[config.mk]
export PLATFORM = sky130hd
export DESIGN_NAME = sipo_loader
export DESIGN_NICKNAME = d
export VERILOG_FILES = /design/src/rtl/sipo_loader_pkg.sv /design/src/rtl/sipo_out_reg.sv /design/src/rtl/sipo_loader.sv
export SDC_FILE = /design/constraint.sdc
export NUM_CORES = 1
export LEC_CHECK = 0
export CAP_MARGIN = 5
export CORE_AREA = 2 2 40 56
export DETAILED_ROUTE_END_ITERATION = 10
export DIE_AREA = 0 0 42 58
export HOLD_SLACK_MARGIN = 0.12
export PLACE_DENSITY = 0.77
export SYNTH_ARGS = -nofsm -noshare
export SYNTH_HDL_FRONTEND = slang
export SYNTH_SLANG_ARGS = --single-unit
[constraint.sdc]
create_clock -name clk -period 3.92 [get_ports clk]
set_clock_uncertainty 0.15 [all_clocks]
set_input_delay 0.588 -clock clk [delete_from_list [all_inputs] [get_ports clk]]
set_output_delay 0.588 -clock clk [all_outputs]
set_load 0.01 [all_outputs]
[src/rtl/sipo_loader_pkg.sv]
// Shared definitions for the serial-to-parallel loader and the downstream
// rotate register that consumes its words.
package sipo_loader_pkg;

  // Default word width, shared with the downstream rotate register.
  localparam int SIPO_WIDTH = 8;

  // Collector state: IDLE holds no bits, FILL holds 1..WIDTH-1 bits.
  typedef enum logic {
    IDLE = 1'b0,
    FILL = 1'b1
  } sipo_state_e;

endpackage

[src/rtl/sipo_out_reg.sv]
// Output stage: holds the assembled word, its valid flag and the sticky
// overflow flag. A completed word is dropped when the previous one is still
// pending and not being accepted on the same edge.
module sipo_out_reg
  import sipo_loader_pkg::*;
#(
  parameter int WIDTH = SIPO_WIDTH
) (
  input  logic             clk,
  input  logic             res,
  input  logic             load,
  input  logic [WIDTH-1:0] word_in,
  input  logic             word_ready,
  input  logic             ovf_clr,
  output logic [WIDTH-1:0] word_out,
  output logic             word_valid,
  output logic             ovf
);

  logic accept;
  logic drop;

  // Handshake decode: a completion is lost only against a stalled pending word.
  always_comb begin
    accept = word_valid & word_ready;
    drop   = load & word_valid & ~word_ready;
  end

  // Word/valid register; a load on an accepting edge keeps valid high.
  always_ff @(posedge clk) begin
    if (res) begin
      word_out   <= '0;
      word_valid <= 1'b0;
    end else if (load && !drop) begin
      word_out   <= word_in;
      word_valid <= 1'b1;
    end else if (accept) begin
      word_valid <= 1'b0;
    end
  end

  // Sticky overflow; a new overflow wins over a simultaneous clear.
  always_ff @(posedge clk) begin
    if (res) begin
      ovf <= 1'b0;
    end else if (drop) begin
      ovf <= 1'b1;
    end else if (ovf_clr) begin
      ovf <= 1'b0;
    end
  end

endmodule

[src/rtl/sipo_loader.sv]
// Serial-in parallel-out loader: collects WIDTH serial bits into a word and
// hands it to the output register with a valid/ready handshake.
//
// state | meaning
// IDLE  | no bits collected, bit_cnt = 0
// FILL  | partial word held, bit_cnt = 1..WIDTH-1
module sipo_loader
  import sipo_loader_pkg::*;
#(
  parameter int WIDTH     = SIPO_WIDTH,
  parameter bit MSB_FIRST = 1'b1
) (
  input  logic                       clk,
  input  logic                       res,
  input  logic                       ser_in,
  input  logic                       ser_valid,
  input  logic                       sof,
  output logic [WIDTH-1:0]           word_out,
  output logic                       word_valid,
  input  logic                       word_ready,
  output logic [$clog2(WIDTH):0]     bit_cnt,
  output logic                       ovf,
  input  logic                       ovf_clr
);

  localparam int CW = $clog2(WIDTH) + 1;
  localparam logic [CW-1:0] LAST = CW'(WIDTH - 1);

  sipo_state_e      state_q, state_d;
  logic [WIDTH-1:0] shreg_q, shreg_d;
  logic [WIDTH-1:0] shifted;
  logic [CW-1:0]    cnt_q, cnt_d;
  logic             last_bit;
  logic             done;

  // Shift direction decides where the first bit of a word ends up.
  always_comb begin
    if (MSB_FIRST) begin
      shifted = {shreg_q[WIDTH-2:0], ser_in};
    end else begin
      shifted = {ser_in, shreg_q[WIDTH-1:1]};
    end
    last_bit = ser_valid & ~sof & (state_q == FILL) & (cnt_q == LAST);
  end

  // State register.
  always_ff @(posedge clk) begin
    if (res) begin
      state_q <= IDLE;
    end else begin
      state_q <= state_d;
    end
  end

  // Next-state logic; sof always (re)starts a word in FILL.
  always_comb begin
    state_d = state_q;
    case (state_q)
      IDLE: if (ser_valid) state_d = FILL;
      FILL: if (last_bit)  state_d = IDLE;
      default: state_d = IDLE;
    endcase
  end

  // Datapath next values. On sof the stale bits stay in the shifter but are
  // pushed out before the restarted word can complete.
  always_comb begin
    shreg_d = shreg_q;
    cnt_d   = cnt_q;
    done    = 1'b0;
    if (ser_valid) begin
      shreg_d = shifted;
      if (sof) begin
        cnt_d = CW'(1);
      end else if (last_bit) begin
        cnt_d = '0;
        done  = 1'b1;
      end else begin
        cnt_d = cnt_q + 1'b1;
      end
    end
  end

  // Shift register and bit counter.
  always_ff @(posedge clk) begin
    if (res) begin
      shreg_q <= '0;
      cnt_q   <= '0;
    end else begin
      shreg_q <= shreg_d;
      cnt_q   <= cnt_d;
    end
  end

  assign bit_cnt = cnt_q;

  sipo_out_reg #(
    .WIDTH(WIDTH)
  ) u_out_reg (
    .clk       (clk),
    .res       (res),
    .load      (done),
    .word_in   (shifted),
    .word_ready(word_ready),
    .ovf_clr   (ovf_clr),
    .word_out  (word_out),
    .word_valid(word_valid),
    .ovf       (ovf)
  );

endmodule

==> flow_summary_export.csv <==
group,metric,value,unit
timing,whs,0.332,ns
place,gp_congestion,0.722,
setup_path,reg2reg_to,"u_out_reg.word_out[2]",
drt,drt_iter0_drc,9,
setup_path,worstSetupEndpointType,"flop",
setup_path,path_delay_family,"buffers and inverters",
setup_path,cp_cell_sequence,"clkdlybuf4s50_1 > nand4_2 > nor4b_2 > buf_4 > mux2i_1",
clocking,post_cts_buffers,0,
logic_synthesis,synth-seq-cells,22,
worst_hold_path,hold_end,"u_out_reg.word_out[3]",
setup_path,start_kind,"primary input",
timing,finalSetupViolations,0,
timing,period_share,59.1,%
final_layout,fin_nets,120,
logic_synthesis,synth_top_area_share,47.2,%
die,rows,19,
drt,vias_per_cell,5.40,
clocking,ctsResizeCount,0,
logic_synthesis,synth.yosys.warnings,0,
logic_synthesis,synthSimpleGateAreaFrac,26.3,%
grt,grt_use_total,14.4,%
grt,grt_start_max_net_pins,33,
timing,max-slew-margin-rel,38.0,%
logic_synthesis,synth_compound_area_share,5.10,%
outcome,status,"complete, no violations",
drt,firstDrtPassIters,4,
power,leakage,0.417,nW
die,ios,21,
setup_path,crit_start,"ser_valid",
worst_hold_path,hold_start,"u_out_reg.word_out[3]",
worst_hold_path,hold_depth,2,
timing,worst_pin_slew,0.927,ns
clocking,cts.sinks,22,
logic_synthesis,yosysTopAreaCell,"dfxtp_1",
setup_path,reg2reg_slack,2.23,ns
timing,tns,0,ns
die,fp.dieArea,2440,um2
setup_path,critical_path_class,"in -> reg",
setup_path,cp_slowest_cell,"clkdlybuf4s50_1",
timing,slew_violations,0,
timing,rsz0062_at_grt,"false",
power,totalPowerFinal,380,uW
place,dpl.hpwl,1070,um
clocking,numCtsBuffers,3,
final_layout,drive_gt1_share,8.11,%
worst_hold_path,hp-class,"reg -> reg",
die,core,1930,um2
drt,route.final.wire_length,1630,um
clocking,clk_path_buf_depth,2,
logic_synthesis,netlist_instances,92,
die,die_width,42,um
logic_synthesis,netlist_area,932,um2
grt,grt_overflow,0,
timing,fmax,432,MHz
die,die_h,58,um
setup_path,crit_required,4.01,ns
logic_synthesis,seq_area_frac_synth,47.2,%
grt,grt_pass1_vias,642,
clocking,tritoncts,"built",
clocking,clockRootBuffer,"clkbuf_4",
setup_path,path_max_fanout,17,
logic_synthesis,synthTopCellsByArea,"dfxtp_1, mux2i_1, nand2b_1, nor2_1, nor3_1",
logic_synthesis,synth.area.mux_share,16.1,%
drt,routedWlPerCell,12.3,um
die,start_util,48.4,%
setup_path,reg2reg_from,"bit_cnt[0]",
job,max_cap_violations,0,
drt,drtAntennaViolNets,0,
setup_path,reg2reg_depth,5,
clocking,cts_max_level,1,
setup_path,critPathArrivalTime,2.40,ns
clocking,hold_buffers,0,
logic_synthesis,synth_xor_area_share,0,%
setup_path,crit_buf_inv,2,
final_layout,diodes,0,
power,peakVddDrop,0.258,mV
logic_synthesis,avgSynthCellArea,10.1,um2
power,p_per_area,326,nW/um2
timing,setup_ws,1.60,ns
logic_synthesis,synth_top_family_by_area,"simple AND/OR/NAND/NOR gates",
place,place.port_buffers,20,
timing,hold_viol_final,0,
place,place_worst_setup_slack,1.29,ns
final_layout,finalCoreUtilization,60.6,%
grt,antenna_found_initial,0,
logic_synthesis,yosys.area_share.adder,1.34,%
clocking,path_clk_slew,0.11,ns
timing,period_needed,2.32,ns
drt,drc,0,
logic_synthesis,postSynthNetCount,100,
drt,dr_total_vias,713,
logic_synthesis,synthDistinctLibCells,24,
grt,grt_pass1_wl,2610,um
setup_path,slowest_delay,0.92,ns
final_layout,area_delta_synth_final,25.1,%
clocking,clk_latency,0.30,ns
[cells in the mapped netlist, drive strengths merged]
cell type and count:
buf 4, o21ai 2, a32oi 1, mux2i 15, dfxtp 22, or3b 1, nor3 3, nand2b 18
nor4b 1, nor2 10, nand2 1, o22ai 1, clkbuf 2, or4 1, or3 1, nand3 1
o31ai 1, nand4 2, a21oi 2, ha 1, nand3b 2
[kinds of logic (layout without fill, tap and decap cells)]
group,count (synthesis),after routing
and+or+nand+nor,41,41
DFF,22,22
muxes,15,15
AOI/OAI and AO/OA,7,7
buffers and inverters,6,25
adders and majority gates,1,1
[worst max-delay path by stage]
stage / slack (ns) / end / cells after the start
3_5_place_dp: 1.29 / u_out_reg.word_out[2] / 5
6_report: 1.60 / u_out_reg.word_out[2] / 5
4_1_cts: 1.61 / u_out_reg.word_out[2] / 5
5_1_grt: 1.51 / u_out_reg.word_out[4] / 5
3_3_place_gp: 1.35 / u_out_reg.word_out[3] / 5
2_1_floorplan: 2.32 / u_out_reg.word_out[0] / 5
[metal layers]
layer | share of wire, % | global-route usage [%] | up-vias
li1 | - | - | 354
met1 | 44 | 15.4 | 337
met2 | 48 | 23.4 | 18
met3 | 5.0 | 2.80 | 4
met4 | 3.4 | 13.8 | 0
met5 | 0 | 0 | -
[worst min-delay path, stage by stage (launching register included)]
cell and delay [ns]:
dfxtp_1 0.33, nand2b_1 0.06, mux2i_1 0.06
[through the flow]
stage          instances  instance area [um2]
2_1_floorplan         92                  932
3_3_place_gp         128                 1130
3_5_place_dp         128                 1130
4_1_cts              132                 1170
5_1_grt              132                 1170
6_report             132                 1170
[where the power goes]
group / switching, mW / internal, mW
logic: 0.0125 / 0.0150
clock network: 0.0661 / 0.0567
registers: 0.00313 / 0.227
[registers in the layout, summed over array words and instances, names as in the netlist]
register and flops:
u_out_reg.word_out 8, shreg_q 7, bit_cnt 4, state_q 1
u_out_reg.ovf 1, u_out_reg.word_valid 1
[cell type report]
type	instances	area, um2
Sequential cell	22	440
Tap cell	21	26.3
Timing Repair Buffer	21	208
Fill cell	163	759
Clock buffer	4	36.3
Multi-Input combinational cell	64	455
[cells in the final DEF, fill, tap and decap left out, types with 2 or more instances in the layout]
master	n
nand2b_1	18
nor3_1	3
clkdlybuf4s50_1	20
o21ai_0	2
mux2i_1	15
clkbuf_4	3
nor2_1	10
dfxtp_1	22
nand3b_1	2
a21oi_1	2
(Power assumes the default switching activity.)
